`config.mk`:
```
export PLATFORM = sky130hd
export DESIGN_NAME = heavy_part_table_compare1
export DESIGN_NICKNAME = d
export VERILOG_FILES = /design/src/rtl/heavy_part_pkg.sv /design/src/rtl/heavy_part_bucket_update.sv /design/src/rtl/heavy_part_table_compare1.sv
export SDC_FILE = /design/constraint.sdc
export NUM_CORES = 1
export LEC_CHECK = 0
export BUFFER_PORTS_ARGS = -buffer_cell sky130_fd_sc_hd__buf_2
export CORE_MARGIN = 3
export CORE_UTILIZATION = 45
export CTS_BUF_LIST = sky130_fd_sc_hd__clkbuf_4
export DETAILED_ROUTE_END_ITERATION = 16
export PLACE_DENSITY_LB_ADDON = 0.2
export SYNTH_ARGS = -nofsm -noshare
export SYNTH_HDL_FRONTEND = slang
export SYNTH_SLANG_ARGS = --single-unit
```
`constraint.sdc`:
```
create_clock -name clk -period 8.9 [get_ports clk]
set_input_delay 1.78 -clock clk [delete_from_list [all_inputs] [get_ports clk]]
set_output_delay 1.78 -clock clk [all_outputs]
set_load 0.01 [all_outputs]
```
`src/rtl/heavy_part_pkg.sv`:
```
// heavy_part_pkg
// Shared definitions for the heavy-part table pipeline stages:
//   - bucket address width and eviction threshold defaults
//   - bucket field offsets and the packed bucket layout (96 bits)
//   - the 128-bit read-stage record and 96-bit downstream record layouts
//   - INIT/RUN state encoding for the compare stages
//   - bucket_addr(): bucket index taken from key[15:4]
package heavy_part_pkg;

   localparam int HP_ADDR_W = 12;
   localparam int HP_LAMBDA = 8;
   localparam int HP_RD_LAT = 2;

   // Bucket field offsets inside the 96-bit RAM word
   localparam int BKT_W        = 96;
   localparam int BKT_KEY_LSB  = 64;
   localparam int BKT_POS_LSB  = 32;
   localparam int BKT_FLAG_BIT = 31;
   localparam int BKT_NEG_LSB  = 0;

   typedef struct packed {
      logic [31:0] key;
      logic [31:0] vote_pos;
      logic        flag;
      logic [30:0] vote_neg;
   } bucket_t;

   // Record issued by the read stage
   typedef struct packed {
      logic [63:0] time_stamp;
      logic [31:0] key;
      logic [31:0] value;
   } in_rec_t;

   // Record forwarded to the next table
   typedef struct packed {
      logic [31:0] key;
      logic [31:0] value;
      logic [31:0] time_lo;
   } out_rec_t;

   // Compare-stage FSM encoding
   localparam logic [0:0] ST_INIT = 1'b0;
   localparam logic [0:0] ST_RUN  = 1'b1;

   function automatic logic [HP_ADDR_W-1:0] bucket_addr(input logic [31:0] key);
      return key[HP_ADDR_W+3:4];
   endfunction

endpackage

```
`src/rtl/heavy_part_bucket_update.sv`:
```
// heavy_part_bucket_update
// Purely combinational Elastic-Sketch vote/evict rule for one bucket.
// Ports:
//   bucket     in  96  effective bucket {key, vote_pos, flag, vote_neg}
//   key        in  32  incoming flow key
//   value      in  32  incoming flow value
//   new_bucket out 96  bucket to write back
//   fwd_valid  out 1   a flow is displaced or rejected
//   fwd_key    out 32  key of the forwarded flow
//   fwd_value  out 32  value of the forwarded flow
module heavy_part_bucket_update
   import heavy_part_pkg::*;
#(
   parameter int LAMBDA = HP_LAMBDA
)(
   input  logic [95:0] bucket,
   input  logic [31:0] key,
   input  logic [31:0] value,
   output logic [95:0] new_bucket,
   output logic        fwd_valid,
   output logic [31:0] fwd_key,
   output logic [31:0] fwd_value
);

   // LAMBDA is a power of two, so the threshold is a left shift
   localparam int LSH = $clog2(LAMBDA);

   bucket_t     b;
   bucket_t     nb;
   logic [32:0] pos_sum;
   logic [31:0] pos_sat;
   logic [32:0] neg_sum;
   logic [30:0] neg_sat;
   logic [34:0] neg_ext;
   logic [34:0] thresh;

   assign b = bucket_t'(bucket);

   always_comb begin
      pos_sum = {1'b0, b.vote_pos} + {1'b0, value};
      pos_sat = pos_sum[32] ? 32'hFFFF_FFFF : pos_sum[31:0];
      neg_sum = {2'b00, b.vote_neg} + {1'b0, value};
      // Anything at or above 2^31 clamps to the 31-bit maximum
      neg_sat = (neg_sum[32:31] != 2'b00) ? 31'h7FFF_FFFF : neg_sum[30:0];
      // Compare in 35 bits so LAMBDA*vote_pos never wraps
      neg_ext = {4'b0000, neg_sat};
      thresh  = {3'b000, b.vote_pos} << LSH;

      nb        = b;
      fwd_valid = 1'b0;
      fwd_key   = key;
      fwd_value = value;

      if (b.vote_pos == 32'd0) begin
         nb.key      = key;
         nb.vote_pos = value;
         nb.flag     = 1'b0;
         nb.vote_neg = 31'd0;
      end else if (b.key == key) begin
         nb.vote_pos = pos_sat;
      end else if (neg_ext >= thresh) begin
         // Eviction: resident flow goes downstream, newcomer takes over
         nb.key      = key;
         nb.vote_pos = value;
         nb.flag     = 1'b1;
         nb.vote_neg = 31'd1;
         fwd_valid   = 1'b1;
         fwd_key     = b.key;
         fwd_value   = b.vote_pos;
      end else begin
         nb.vote_neg = neg_sat;
         fwd_valid   = 1'b1;
      end
   end

   assign new_bucket = nb;

endmodule

```
`src/rtl/heavy_part_table_compare1.sv`:
```
// heavy_part_table_compare1
// Second stage of heavy-part table 1: applies the vote/evict rule to the
// bucket RAM1 returns, writes it back, and forwards displaced/rejected flows
// to the table-2 FIFO. Zeroes RAM1 after reset before accepting traffic.
// Ports:
//   clk, reset          clock, synchronous active-high reset
//   ip_addr_in_wr1      record valid from the read stage (same cycle as RAM read)
//   ip_addr_in1         {time[63:0], key[31:0], value[31:0]}
//   ip_addr_in_alf1     backpressure to the read stage
//   ram_rdata1          bucket from RAM1, valid RD_LAT cycles after the read
//   ram_wren1/wraddr1/wdata1  RAM1 write port
//   ip_addr_out_wr1     write strobe to the table-2 FIFO
//   ip_addr_out1        {key, value, time[31:0]}
//   ip_addr_out_alf1    almost-full from the table-2 FIFO
// Flow control: there is no ready signal. A record is taken whenever
// ip_addr_in_wr1 is high in RUN; the upstream stage must not issue while
// ip_addr_in_alf1 is high. The output strobe is fire-and-forget, relying on
// FIFO headroom for records already in flight when almost-full rises.
module heavy_part_table_compare1 #(
   parameter int LAMBDA = 8,
   parameter int ADDR_W = 12,
   parameter int RD_LAT = 2
)(
   input  logic              clk,
   input  logic              reset,
   input  logic              ip_addr_in_wr1,
   input  logic [127:0]      ip_addr_in1,
   output logic              ip_addr_in_alf1,
   input  logic [95:0]       ram_rdata1,
   output logic              ram_wren1,
   output logic [ADDR_W-1:0] ram_wraddr1,
   output logic [95:0]       ram_wdata1,
   output logic              ip_addr_out_wr1,
   output logic [95:0]       ip_addr_out1,
   input  logic              ip_addr_out_alf1
);

   import heavy_part_pkg::*;

   logic [0:0]        state;
   logic [ADDR_W-1:0] init_addr;

   // Record delay line; the last entry lines up with ram_rdata1
   logic [RD_LAT-1:0] pv;
   logic [ADDR_W-1:0] paddr [RD_LAT];
   logic [31:0]       pkey  [RD_LAT];
   logic [31:0]       pval  [RD_LAT];
   logic [31:0]       ptime [RD_LAT];

   // Write from two cycles back, which the RAM read also missed
   logic              prev_wren;
   logic [ADDR_W-1:0] prev_wraddr;
   logic [95:0]       prev_wdata;

   logic [ADDR_W-1:0] cur_addr;
   logic [95:0]       eff_bucket;
   logic [95:0]       nb;
   logic              fv;
   logic [31:0]       fkey;
   logic [31:0]       fval;

   logic unused_time_hi;
   assign unused_time_hi = ^ip_addr_in1[127:96];

   assign cur_addr = paddr[RD_LAT-1];

   // Later assignments win: the write currently on the port is newest
   always_comb begin
      eff_bucket = ram_rdata1;
      if (prev_wren && (prev_wraddr == cur_addr))
         eff_bucket = prev_wdata;
      if (ram_wren1 && (ram_wraddr1 == cur_addr))
         eff_bucket = ram_wdata1;
   end

   heavy_part_bucket_update #(
      .LAMBDA (LAMBDA)
   ) u_update (
      .bucket     (eff_bucket),
      .key        (pkey[RD_LAT-1]),
      .value      (pval[RD_LAT-1]),
      .new_bucket (nb),
      .fwd_valid  (fv),
      .fwd_key    (fkey),
      .fwd_value  (fval)
   );

   always_ff @(posedge clk) begin
      if (reset) begin
         state           <= ST_INIT;
         init_addr       <= '0;
         pv              <= '0;
         for (int i = 0; i < RD_LAT; i++) begin
            paddr[i] <= '0;
            pkey[i]  <= '0;
            pval[i]  <= '0;
            ptime[i] <= '0;
         end
         prev_wren       <= 1'b0;
         prev_wraddr     <= '0;
         prev_wdata      <= '0;
         ram_wren1       <= 1'b0;
         ram_wraddr1     <= '0;
         ram_wdata1      <= '0;
         ip_addr_out_wr1 <= 1'b0;
         ip_addr_out1    <= '0;
         ip_addr_in_alf1 <= 1'b0;
      end else begin
         prev_wren   <= ram_wren1;
         prev_wraddr <= ram_wraddr1;
         prev_wdata  <= ram_wdata1;

         // Zero-value records are dropped at the door; INIT ignores input
         pv[0]    <= ip_addr_in_wr1 && (state == ST_RUN) &&
                     (ip_addr_in1[31:0] != 32'd0);
         paddr[0] <= ip_addr_in1[36 +: ADDR_W];
         pkey[0]  <= ip_addr_in1[63:32];
         pval[0]  <= ip_addr_in1[31:0];
         ptime[0] <= ip_addr_in1[95:64];
         for (int i = 1; i < RD_LAT; i++) begin
            pv[i]    <= pv[i-1];
            paddr[i] <= paddr[i-1];
            pkey[i]  <= pkey[i-1];
            pval[i]  <= pval[i-1];
            ptime[i] <= ptime[i-1];
         end

         case (state)
            ST_INIT: begin
               ram_wren1       <= 1'b1;
               ram_wraddr1     <= init_addr;
               ram_wdata1      <= '0;
               ip_addr_out_wr1 <= 1'b0;
               ip_addr_in_alf1 <= 1'b1;
               init_addr       <= init_addr + 1'b1;
               if (init_addr == {ADDR_W{1'b1}})
                  state <= ST_RUN;
            end
            default: begin
               ram_wren1       <= pv[RD_LAT-1];
               ram_wraddr1     <= cur_addr;
               ram_wdata1      <= nb;
               ip_addr_out_wr1 <= pv[RD_LAT-1] && fv;
               ip_addr_out1    <= {fkey, fval, ptime[RD_LAT-1]};
               ip_addr_in_alf1 <= ip_addr_out_alf1;
            end
         endcase
      end
   end

endmodule

```
==> metrics list <==
* Largest stage delay on the critical path: 0.77 ns
- In this run, distinct cell masters in the synthesized netlist total 75.
* Antenna violations before repair: 6
* Worst-case setup margin in the final layout: between 0.7 and 0.8 ns
* Most used cells in the layout excluding fill and tap cells: 522 x dfxtp_1, 401 x buf_2, 333 x nor2b_1
- Clock Sinks: 523
- Post-synth top area share: 43.59%
- Total number of yosys warnings: 0
- The analysis attributes to cell leakage a power of about 12 nW.
* Hold WS: 0.4049 ns
- Outcome: completed
- Register-to-register path setup slack: 0.74 ns
- Weighted congestion reported at the end of routability-driven placement: 0.9522
- Share of the synthesized netlist area taken by xor and xnor gates: between 3 and 4%
- Setup Viol. Count Final: 0
- Worst voltage drop across the vdd grid: 134.3 uV
- Insertion delay of the later-clocked pin in the worst-skew pair: 0.99 ns
* GRT Total Usage: 27.87%
- Synth Net Count: 3038
- Minimum clock period after layout: 8.163 ns
- Row generation in the floorplan step produced 84 rows.
- Headroom to the max-slew limit came out at roughly 25%.
- Setup repair after global routing left no endpoint under its margin.
- Total of hold buffers inserted after clock tree synthesis: 0
- Data required time at the worst endpoint: 9.68 ns
* Max FO, Critical Path: 32
- Post-detailed-placement cell area: 26400 um^2
* Number of levels in the clock H-tree: 4
- The die covers between 50000 and 60000 um^2.
* Setup Crit Path Kind: flop to flop
- TritonCTS built the clock tree.
* Maximum number of pins on one net before global-route repair: roughly 160
* Area contributors post-synth: dfxtp_1 44%, nor2b_1 8.7%, nor2_1 4.9%
- Max Buffers Root-to-Sink: 3
* Area of all placed cells without fillers: 28070 um^2
* Detailed-router iteration count before antenna repair: 8
* Post-synthesis mux area share: 2.959%
- Async set-or-reset flop fraction in the synthesized netlist: 0%
- Resized Gates After CTS: 0
- Final Hold Violating Endpoints: 0
* Basic-gate share of the synthesized area counting and, or, nand and nor cells: approximately a quarter
- Fraction of final layout cells with drive strength greater than 1: approximately a quarter
* Wire length of the first global-routing pass: between 100 and 150 mm
- The total area inside the core boundary comes to approximately 53000 um^2.
- Wire per inst: about 21 um
* Die height: around 240 um
- Max-cap violations in this run came to 0.
- Summed over all layers, the global routing overflow is 0.
- Synthesized-area fraction occupied by ao, oa, aoi and oai cells: 15.54%
* Number of enable flip-flop cells after synthesis: 0
* Critical path capture point type: flop
* Number of nets with antenna violations after routing: 0
* TritonCTS Buffers: 140
- Total via count in the routed design: 21530
- Power per Cell Area: 188.9 nW/um^2
- After Yosys synthesis, full adders, half adders and majority gates account for 4.959% of the synthesized area.
- DR vias/cell: approximately 5.5
* Max Transition Viols Final: 0
- The number of global-route vias before repair came to 21210.
- Arrival time reported for the critical path endpoint: about 9 ns
- Yosys top cell by area: dfxtp_1
* Flop and latch count out of synthesis: between 500 and 600
- Share of the yosys chip area belonging to registers: 43.59%
- Placed wire-length estimate after detailed placement: between 50 and 60 mm
- Boundary pin count: 435
- Final setup TNS: 0 ns
- Most common cell after layout, fill and taps aside: dfxtp_1
- Area overhead of the layout relative to synthesis: 16.87%
- The number of setup buffers added after CTS is 0.
* Dominant combinational cell family by area after synthesis: simple AND/OR/NAND/NOR gates
- Pre-CTS setup slack: 0.8373 ns
* Final Skew: 0.08263 ns
* Clock transition at the registers of the reported paths: 0.06 ns
- Primary FF master, synth: dfxtp_1
- After technology mapping, the gate count stands at approximately 2700.
- In this run the clock root is driven by a clkbuf_4.
- Portion of the clock cycle consumed by the worst path in the final layout: 91.72%
* Achievable Freq: 0.1225 GHz
* CP max stage cell: or4_4
- Critical path startpoint category: flop
- Width of the chip: approximately 240 um
- For this block, the routed nets add up to roughly 80 mm of wire.
* Transition time at the pin with the least slew margin: around 1.1 ns
* Detailed Route Iter0 Violations: between 1500 and 2000
- Number of remaining DRC errors: 0
- Final total power: 0.005303 W
- Min-Delay Path Class: flop to flop
- In the final design database the tool counted 3432 nets.
- Starting Density: 45.62%
- The count of buffers added on input and output ports is 402.
- The synthesized netlist occupies a cell area of 24020 um^2.
- A synthesized cell averages 8.844 um^2.
-- worst max-delay path: cells and delay by family, from the launching register on --
kind            cells  cell delay [ns]
flops               1             0.64
simple gates       12             3.09
compound gates      7             2.30
buf+inv             2             0.65
fa+ha+maj           3             1.07
xor+xnor            1             0.18
-- worst paths after layout --
| path | from | cells after the start | to |
|---|---|---|---|
| worst max register to register | pkey[0][44] | 25 | ip_addr_out1[86] |
| worst min register to register | pkey[0][1] | 1 | pkey[0][33] |
| worst min-delay path | pkey[0][1] | 1 | pkey[0][33] |
| worst max-delay path | pkey[0][44] | 25 | ip_addr_out1[86] |
-- power by group --
group / switching, W / internal, W / total (W)
Combinational: 0.000524 / 0.000329 / 0.000854
Sequential: 0.0000357 / 0.00238 / 0.00242
Clock: 0.000996 / 0.00103 / 0.00203
-- layout make-up --
| cell class | instances | area (um^2) |
|---|---|---|
| fill | 5013 | 24580 |
| multi-input combinational | 1952 | 12520 |
| sequential | 523 | 10470 |
| timing repair buffer | 441 | 2352 |
| clock buffer | 193 | 1449 |
| tap | 688 | 860.8 |
| clock inverter | 33 | 206.4 |
| inverter | 52 | 195.2 |
| antenna | 5 | 12.51 |
-- per-layer routing --
layer	track usage [%]	vias up	wire (um)
met5	0	-	31
met4	12.63	4	3192
met3	7.664	158	6169
met2	45.88	807	38130
met1	33.96	10170	32780
li1	-	10380	-
-- cell families after synthesis --
| kind of cell | Yosys count |
|---|---|
| simple gates | 1172 |
| compound gates | 527 |
| flops | 523 |
| buf+inv | 241 |
| fa+ha+maj | 94 |
| xor+xnor | 88 |
| mux | 71 |
-- registers in the layout, indices dropped and copies added (netlist names), 2 cells and up --
register and count:
ip_addr_out1 96, prev_wdata 96, ram_wdata1 96, pkey 64, ptime 64, pval 64
init_addr 12, prev_wraddr 12, ram_wraddr1 12, pv 2
-- per-stage QoR --
step	std cells	utilization, %
floorplan	2716	-
global placement	3656	50.14
detailed placement	3656	50.14
CTS	3882	53.29
global route	3885	53.30
finish	3887	53.31
-- Yosys cell counts (17+ instances only) --
cell type and n:
nand4_1 38, a31oi_1 66, dfxtp_1 523, inv_1 52, nor2_1 316, a21o_1 30
nand2_1 179, xor2_1 31, nor3_1 50, buf_6 17, o31ai_1 35, o21ai_0 72
buf_2 30, a22oi_1 27, or2_2 39, nor4_1 17, a221oi_1 69, ha_1 92
a211oi_1 35, nand3_1 89, xnor2_1 52, clkbuf_1 127, or3_1 34, mux2i_1 71
o21a_1 32, a21oi_1 84, nor2b_1 333
(Power assumes the default switching activity.)
